==> src/rtl/dcache_pkg.sv <==
// Shared types and geometry for the direct-mapped write-back data cache.
package dcache_pkg;

  localparam int TAG_W    = 3;
  localparam int INDEX_W  = 3;
  localparam int OFFSET_W = 2;
  localparam int BLOCK_W  = 32;

  // Controller states: serving hits, writing back a dirty victim, refilling a block.
  typedef enum logic [1:0] {
    IDLE = 2'd0,
    WB   = 2'd1,
    FILL = 2'd2
  } state_t;

endpackage

==> src/rtl/dcache_array.sv <==
// Per-set storage for the data cache: valid/dirty control bits plus tag and
// block data. Combinational read of the addressed set, a byte-write port for
// CPU stores and a block-write port for refills. Only the control bits are
// cleared by reset; tag and data contents are don't-care while invalid.
module dcache_array
  import dcache_pkg::*;
#(
  parameter int ARR_TAG_W    = TAG_W,
  parameter int ARR_INDEX_W  = INDEX_W,
  parameter int ARR_OFFSET_W = OFFSET_W
) (
  input  logic                          clk,
  input  logic                          rst,
  input  logic [ARR_INDEX_W-1:0]        index,
  output logic                          rd_valid,
  output logic                          rd_dirty,
  output logic [ARR_TAG_W-1:0]          rd_tag,
  output logic [(8<<ARR_OFFSET_W)-1:0]  rd_data,
  input  logic                          byte_we,
  input  logic [ARR_OFFSET_W-1:0]       byte_off,
  input  logic [7:0]                    byte_data,
  input  logic                          blk_we,
  input  logic [ARR_TAG_W-1:0]          blk_tag,
  input  logic [(8<<ARR_OFFSET_W)-1:0]  blk_data
);

  localparam int SETS  = 1 << ARR_INDEX_W;
  localparam int BLK_W = 8 << ARR_OFFSET_W;

  logic [SETS-1:0]      valid_q;
  logic [SETS-1:0]      dirty_q;
  logic [ARR_TAG_W-1:0] tag_q  [SETS];
  logic [BLK_W-1:0]     data_q [SETS];

  assign rd_valid = valid_q[index];
  assign rd_dirty = dirty_q[index];
  assign rd_tag   = tag_q[index];
  assign rd_data  = data_q[index];

  // Control bits: refill makes the set valid and clean, a CPU store marks it dirty.
  always_ff @(posedge clk or posedge rst) begin
    if (rst) begin
      valid_q <= '0;
      dirty_q <= '0;
    end else if (blk_we) begin
      valid_q[index] <= 1'b1;
      dirty_q[index] <= 1'b0;
    end else if (byte_we) begin
      dirty_q[index] <= 1'b1;
    end
  end

  // Tag and data storage: whole-block refill or a single byte merged in by a store.
  always_ff @(posedge clk) begin
    if (blk_we) begin
      tag_q[index]  <= blk_tag;
      data_q[index] <= blk_data;
    end else if (byte_we) begin
      data_q[index][{byte_off, 3'b000} +: 8] <= byte_data;
    end
  end

endmodule

==> src/rtl/dcache_controller.sv <==
// Direct-mapped write-back data cache controller. Hits are served with no
// stall; a miss optionally writes back the dirty victim and then refills the
// block from word-organised memory, holding the CPU with BUSYWAIT meanwhile.
module dcache_controller #(
  parameter int ADDR_W   = 8,
  parameter int INDEX_W  = 3,
  parameter int OFFSET_W = 2
) (
  input  logic                         CLK,
  input  logic                         RESET,
  input  logic                         READ,
  input  logic                         WRITE,
  input  logic [ADDR_W-1:0]            ADDRESS,
  input  logic [7:0]                   WRITEDATA,
  output logic [7:0]                   READDATA,
  output logic                         BUSYWAIT,
  output logic                         MEM_READ,
  output logic                         MEM_WRITE,
  output logic [ADDR_W-OFFSET_W-1:0]   MEM_ADDRESS,
  output logic [(8<<OFFSET_W)-1:0]     MEM_WRITEDATA,
  input  logic [(8<<OFFSET_W)-1:0]     MEM_READDATA,
  input  logic                         MEM_BUSYWAIT
);

  import dcache_pkg::*;

  localparam int TW = ADDR_W - INDEX_W - OFFSET_W;
  localparam int BW = 8 << OFFSET_W;

  state_t              state_q, state_d;
  logic [TW-1:0]       addr_tag;
  logic [INDEX_W-1:0]  addr_index;
  logic [OFFSET_W-1:0] addr_off;
  logic                rd_valid, rd_dirty;
  logic [TW-1:0]       rd_tag;
  logic [BW-1:0]       rd_data;
  logic                hit, req, byte_we, blk_we;

  assign addr_tag   = ADDRESS[ADDR_W-1 -: TW];
  assign addr_index = ADDRESS[OFFSET_W +: INDEX_W];
  assign addr_off   = ADDRESS[OFFSET_W-1:0];

  assign hit      = rd_valid & (rd_tag == addr_tag);
  assign req      = READ | WRITE;
  assign BUSYWAIT = req & ~((state_q == IDLE) & hit);
  // A simultaneous READ and WRITE is handled as a write; the read port still
  // shows the byte as it was before the store lands.
  assign byte_we  = (state_q == IDLE) & hit & WRITE;
  assign READDATA = hit ? rd_data[{addr_off, 3'b000} +: 8] : 8'h00;

  dcache_array #(
    .ARR_TAG_W    (TW),
    .ARR_INDEX_W  (INDEX_W),
    .ARR_OFFSET_W (OFFSET_W)
  ) u_array (
    .clk       (CLK),
    .rst       (RESET),
    .index     (addr_index),
    .rd_valid  (rd_valid),
    .rd_dirty  (rd_dirty),
    .rd_tag    (rd_tag),
    .rd_data   (rd_data),
    .byte_we   (byte_we),
    .byte_off  (addr_off),
    .byte_data (WRITEDATA),
    .blk_we    (blk_we),
    .blk_tag   (addr_tag),
    .blk_data  (MEM_READDATA)
  );

  // State register; reset abandons any in-flight memory transaction.
  always_ff @(posedge CLK or posedge RESET) begin
    if (RESET) begin
      state_q <= IDLE;
    end else begin
      state_q <= state_d;
    end
  end

  // Next state and memory request outputs, which depend only on the state and
  // on stable set/address contents so they hold steady through WB and FILL.
  always_comb begin
    state_d       = state_q;
    blk_we        = 1'b0;
    MEM_READ      = 1'b0;
    MEM_WRITE     = 1'b0;
    MEM_ADDRESS   = '0;
    MEM_WRITEDATA = '0;
    case (state_q)
      IDLE: begin
        if (req && !hit) begin
          state_d = (rd_valid && rd_dirty) ? WB : FILL;
        end
      end
      WB: begin
        MEM_WRITE     = 1'b1;
        MEM_ADDRESS   = {rd_tag, addr_index};
        MEM_WRITEDATA = rd_data;
        if (!MEM_BUSYWAIT) begin
          state_d = FILL;
        end
      end
      FILL: begin
        MEM_READ    = 1'b1;
        MEM_ADDRESS = {addr_tag, addr_index};
        if (!MEM_BUSYWAIT) begin
          blk_we  = 1'b1;
          state_d = IDLE;
        end
      end
      default: state_d = IDLE;
    endcase
  end

endmodule

==> config.mk <==
export PLATFORM = sky130hd
export DESIGN_NAME = dcache_controller
export DESIGN_NICKNAME = d
export VERILOG_FILES = /design/src/rtl/dcache_pkg.sv /design/src/rtl/dcache_array.sv /design/src/rtl/dcache_controller.sv
export SDC_FILE = /design/constraint.sdc
export NUM_CORES = 1
export LEC_CHECK = 0
export BUFFER_PORTS_ARGS = -buffer_cell sky130_fd_sc_hd__buf_2
export CORE_MARGIN = 5
export CORE_UTILIZATION = 54
export DETAILED_ROUTE_END_ITERATION = 7
export PLACE_DENSITY_LB_ADDON = 0.1
export SYNTH_ARGS = -nofsm -noshare
export SYNTH_HDL_FRONTEND = slang
export SYNTH_SLANG_ARGS = --single-unit
==> constraint.sdc <==
create_clock -name CLK -period 2.55 [get_ports CLK]
set_input_delay 0.1275 -clock CLK [delete_from_list [all_inputs] [get_ports CLK]]
set_output_delay 0.1275 -clock CLK [all_outputs]
set_load 0.03 [all_outputs]
==> impl_metrics.toml <==
[synth]
synthesis.nets = 940
syn_area_um2 = 13200
avgSynthCellArea_um2 = 15.0
synth_top_area_frac = 0.636
synth_warnings = 0
ys.flop_type = "edfxtp_1"
synthArstFlopShare = 0.0604
synth-seq-cells = 298
synth_area_leaders = "edfxtp_1, mux2i_1, mux4_2, dfrtp_1, nor2_1"
ys_types = 63
synth-edff-count = 280
synth_area_leader_cell = "edfxtp_1"
synth-seq-area-share = 0.670
syn_inst = 879

[pwr]
p_leak_nw = 6.41
worst_ir_drop_vdd_v = 0.000598
pwr_density_cell_nw_per_um2 = 735

[sta]
finalSetupViolCount = 9
timing.final.crit_share = 1.04
rsz0062_at_grt = "yes"
maxSlewHeadroom = 0.488
worst_slack_ps = -112
fin_crit_ps = 2660
skew_ps = 12.5
final_max_slew_viol_count = 0
tightest_slew_ps = 768
fin_hold_ws_ps = 21.5
hold_viol = 0
max_freq_mhz = 376

[worst_setup_path]
worstReg2RegStart = "u_array.tag_q[7][1]"
crit_type = "flop to output port"
worstPathArrival_ps = 2530
r2r_cells = 10
worstSetupStartpoint = "u_array.data_q[4][8]"
r2r_slack_ps = -10
startpoint_type = "flop"
crit_required_ps = 2420
rr_endpoint = "u_array.data_q[7][11]"
cp_slowest_cell = "mux4_2"
path_max_fanout = 2
max_stage_delay_ps = 480
critPathTopFamily = "multiplexers"
crit_chain = "mux2_4, a221oi_2, nor2_1, a221o_1, mux4_2, nor2b_4, buf_6"
critical_path_buf_inv_count = 1
worst_setup_path_end_kind = "output port"

[detailed_routing]
drtAntennaViolNets = 0
vias_per_cell = 6.03
dr.pass1.iters = 5
detailedRoute.firstIterationViolations = 966
vias = 8968
totalWireLength_mm = 38.4
route.detailed.drc = 0
wl_per_cell_um = 25.8

[floorplan]
ios = 102
rows = 57
die-area_um2 = 27700
die_width_um = 167
core_um2 = 24200
die_h_um = 167
start_util = 0.546

[grt]
grt_pass1_vias = 8988
grt_overflow = 0
grt_pass1_wl_mm = 56.3
grt_usage = 0.270
antenna_found_initial = 0
grt_start_max_net_pins = 33

[clocking]
cts_tree = "done"
cts_buffer_depth = 3
htreeDepth = 1
cts_sinks = 298
ctsRootBufferMaster = "clkbuf_16"
clk_pin_slew_worst_paths_ps = 60
clk_latency_ps = 550
numCtsBuffers = 30

[place]
place_inst = 1420
place_hpwl_mm = 27.0
place.gp.congestion = 0.912
numPortBuffers = 101

[status]
status = "complete, but fails checks"
failed_checks = "setup timing"

[finish]
diodes = 0
num-nets-final = 1202
area_delta_synth_final_pct = 29.6
drive_above_1_share = 0.403
final_cells = 1487

[hold_path]
hp-class = "primary input to flop"
hold_depth = 3
hold_end = "u_array.data_q[0][6]"
worstHoldStart = "MEM_READDATA[6]"

[run]
max_cap_violations = 0
tightest hold or removal path, cell delays in order:
cell and delay [ps]:
buf_2 90, inv_1 70, mux2i_4 90
state kept, by name, indices dropped and copies added (netlist names), named ones only:
name             flops
state_q              2
u_array.data_q     256
u_array.tag_q       24
u_array.valid_q      8
worst max path at each step:
stage / endpoint / depth (start not counted)
3_3_place_gp: READDATA[4] / 10
2_1_floorplan: u_array.data_q[7][0] / 7
6_report: READDATA[0] / 7
3_5_place_dp: READDATA[4] / 10
4_1_cts: READDATA[0] / 7
5_1_grt: READDATA[0] / 7
stage by stage:
stage / TNS [ps] / instance area, um^2 / worst slack (ps) / utilization / power (mW)
after floorplan: 0 / 13200 / 135 / - / 6.98
after global placement: -6770 / 15400 / -269 / 0.633 / 7.81
after detailed placement: -20180 / 15400 / -256 / 0.633 / 7.83
after CTS: -193 / 16700 / -168 / 0.687 / 12.5
after global routing: -10290 / 17100 / -213 / 0.707 / 13.0
final: -252 / 17100 / -112 / 0.707 / 12.6
cell usage in the layout (no fill, tap or decap), types with 7 or more instances in the layout:
| master | synthesis | layout |
|---|---|---|
| a21oi_1 | 9 | 9 |
| a221oi_1 | 34 | 25 |
| a221oi_2 | 0 | 9 |
| a22o_1 | 9 | 9 |
| a22oi_1 | 19 | 19 |
| and2_1 | 16 | 13 |
| buf_12 | 0 | 21 |
| buf_2 | 12 | 89 |
| buf_4 | 9 | 136 |
| buf_6 | 4 | 25 |
| clkbuf_1 | 18 | 7 |
| clkbuf_16 | 0 | 32 |
| clkinv_2 | 0 | 7 |
| dfrtp_1 | 18 | 18 |
| edfxtp_1 | 280 | 280 |
| ha_1 | 8 | 8 |
| inv_1 | 37 | 37 |
| mux2_2 | 21 | 22 |
| mux2i_1 | 68 | 46 |
| mux2i_2 | 0 | 12 |
| mux2i_4 | 0 | 10 |
| mux4_2 | 26 | 26 |
| nand2_1 | 51 | 51 |
| nand2b_1 | 8 | 8 |
| nor2_1 | 81 | 65 |
| nor2_2 | 1 | 9 |
| nor2_4 | 0 | 8 |
| nor2b_1 | 9 | 8 |
| nor4_1 | 10 | 10 |
| o22a_1 | 11 | 10 |
| o22ai_1 | 15 | 13 |
| or2_2 | 9 | 9 |
cell usage after synthesis, types with 4 or more instances:
library cell and n:
edfxtp_1 280, nor2_1 81, mux2i_1 68, nand2_1 51, inv_1 37, a221oi_1 34, mux4_2 26, mux2_2 21
a22oi_1 19, clkbuf_1 18, dfrtp_1 18, and2_1 16, o22ai_1 15, buf_2 12, o22a_1 11, nor4_1 10
a21oi_1 9, a22o_1 9, a31o_2 9, buf_4 9, nor2b_1 9, or2_2 9, ha_1 8, nand2b_1 8
nor3_1 7, a41o_1 6, o21ai_0 6, nor3_4 5, buf_6 4, clkinv_1 4, nand4_1 4
power by group:
| group | leakage, nW | internal, mW | switching (mW) | total [mW] |
|---|---|---|---|---|
| Sequential | 2.75 | 5.63 | 0.0914 | 5.72 |
| Clock | 0.510 | 2.82 | 1.80 | 4.63 |
| Combinational | 3.15 | 0.909 | 1.34 | 2.25 |
| Total | 6.41 | 9.36 | 3.24 | 12.6 |
layer usage:
layer  track usage  routed length [um]  part of all wire
met1         0.376               15600              0.41
met2         0.435               18400              0.48
met3        0.0664                3470             0.090
met4        0.0630                 996             0.026
met5             0                   0                 0
cells by family after synthesis:
logic type,share of synthesized area
AO/OA/AOI/OAI,0.0889
AND/OR/NAND/NOR,0.0833
flip-flops,0.670
multiplexers,0.118
buffers and inverters,0.0322
adder cells (fa/ha/maj),0.00757
layout make-up:
cell class / instances / area (um^2)
clock buffer: 38 / 802
fill: 1655 / 7100
timing repair buffer: 277 / 2250
tap: 324 / 405
inverter: 42 / 159
clock inverter: 16 / 235
multi-input combinational: 492 / 4440
sequential: 298 / 8860
timing repair:
item                                    CTS  global route
cloned                                    0             1
buffers inserted                          3             5
pin swaps                                 5            20
hold endpoints to repair                 42             0
gates resized for setup                  53            88
hold buffers                              4             0
endpoints found under the setup margin  150           258
Power figures use the tool's default switching activity.
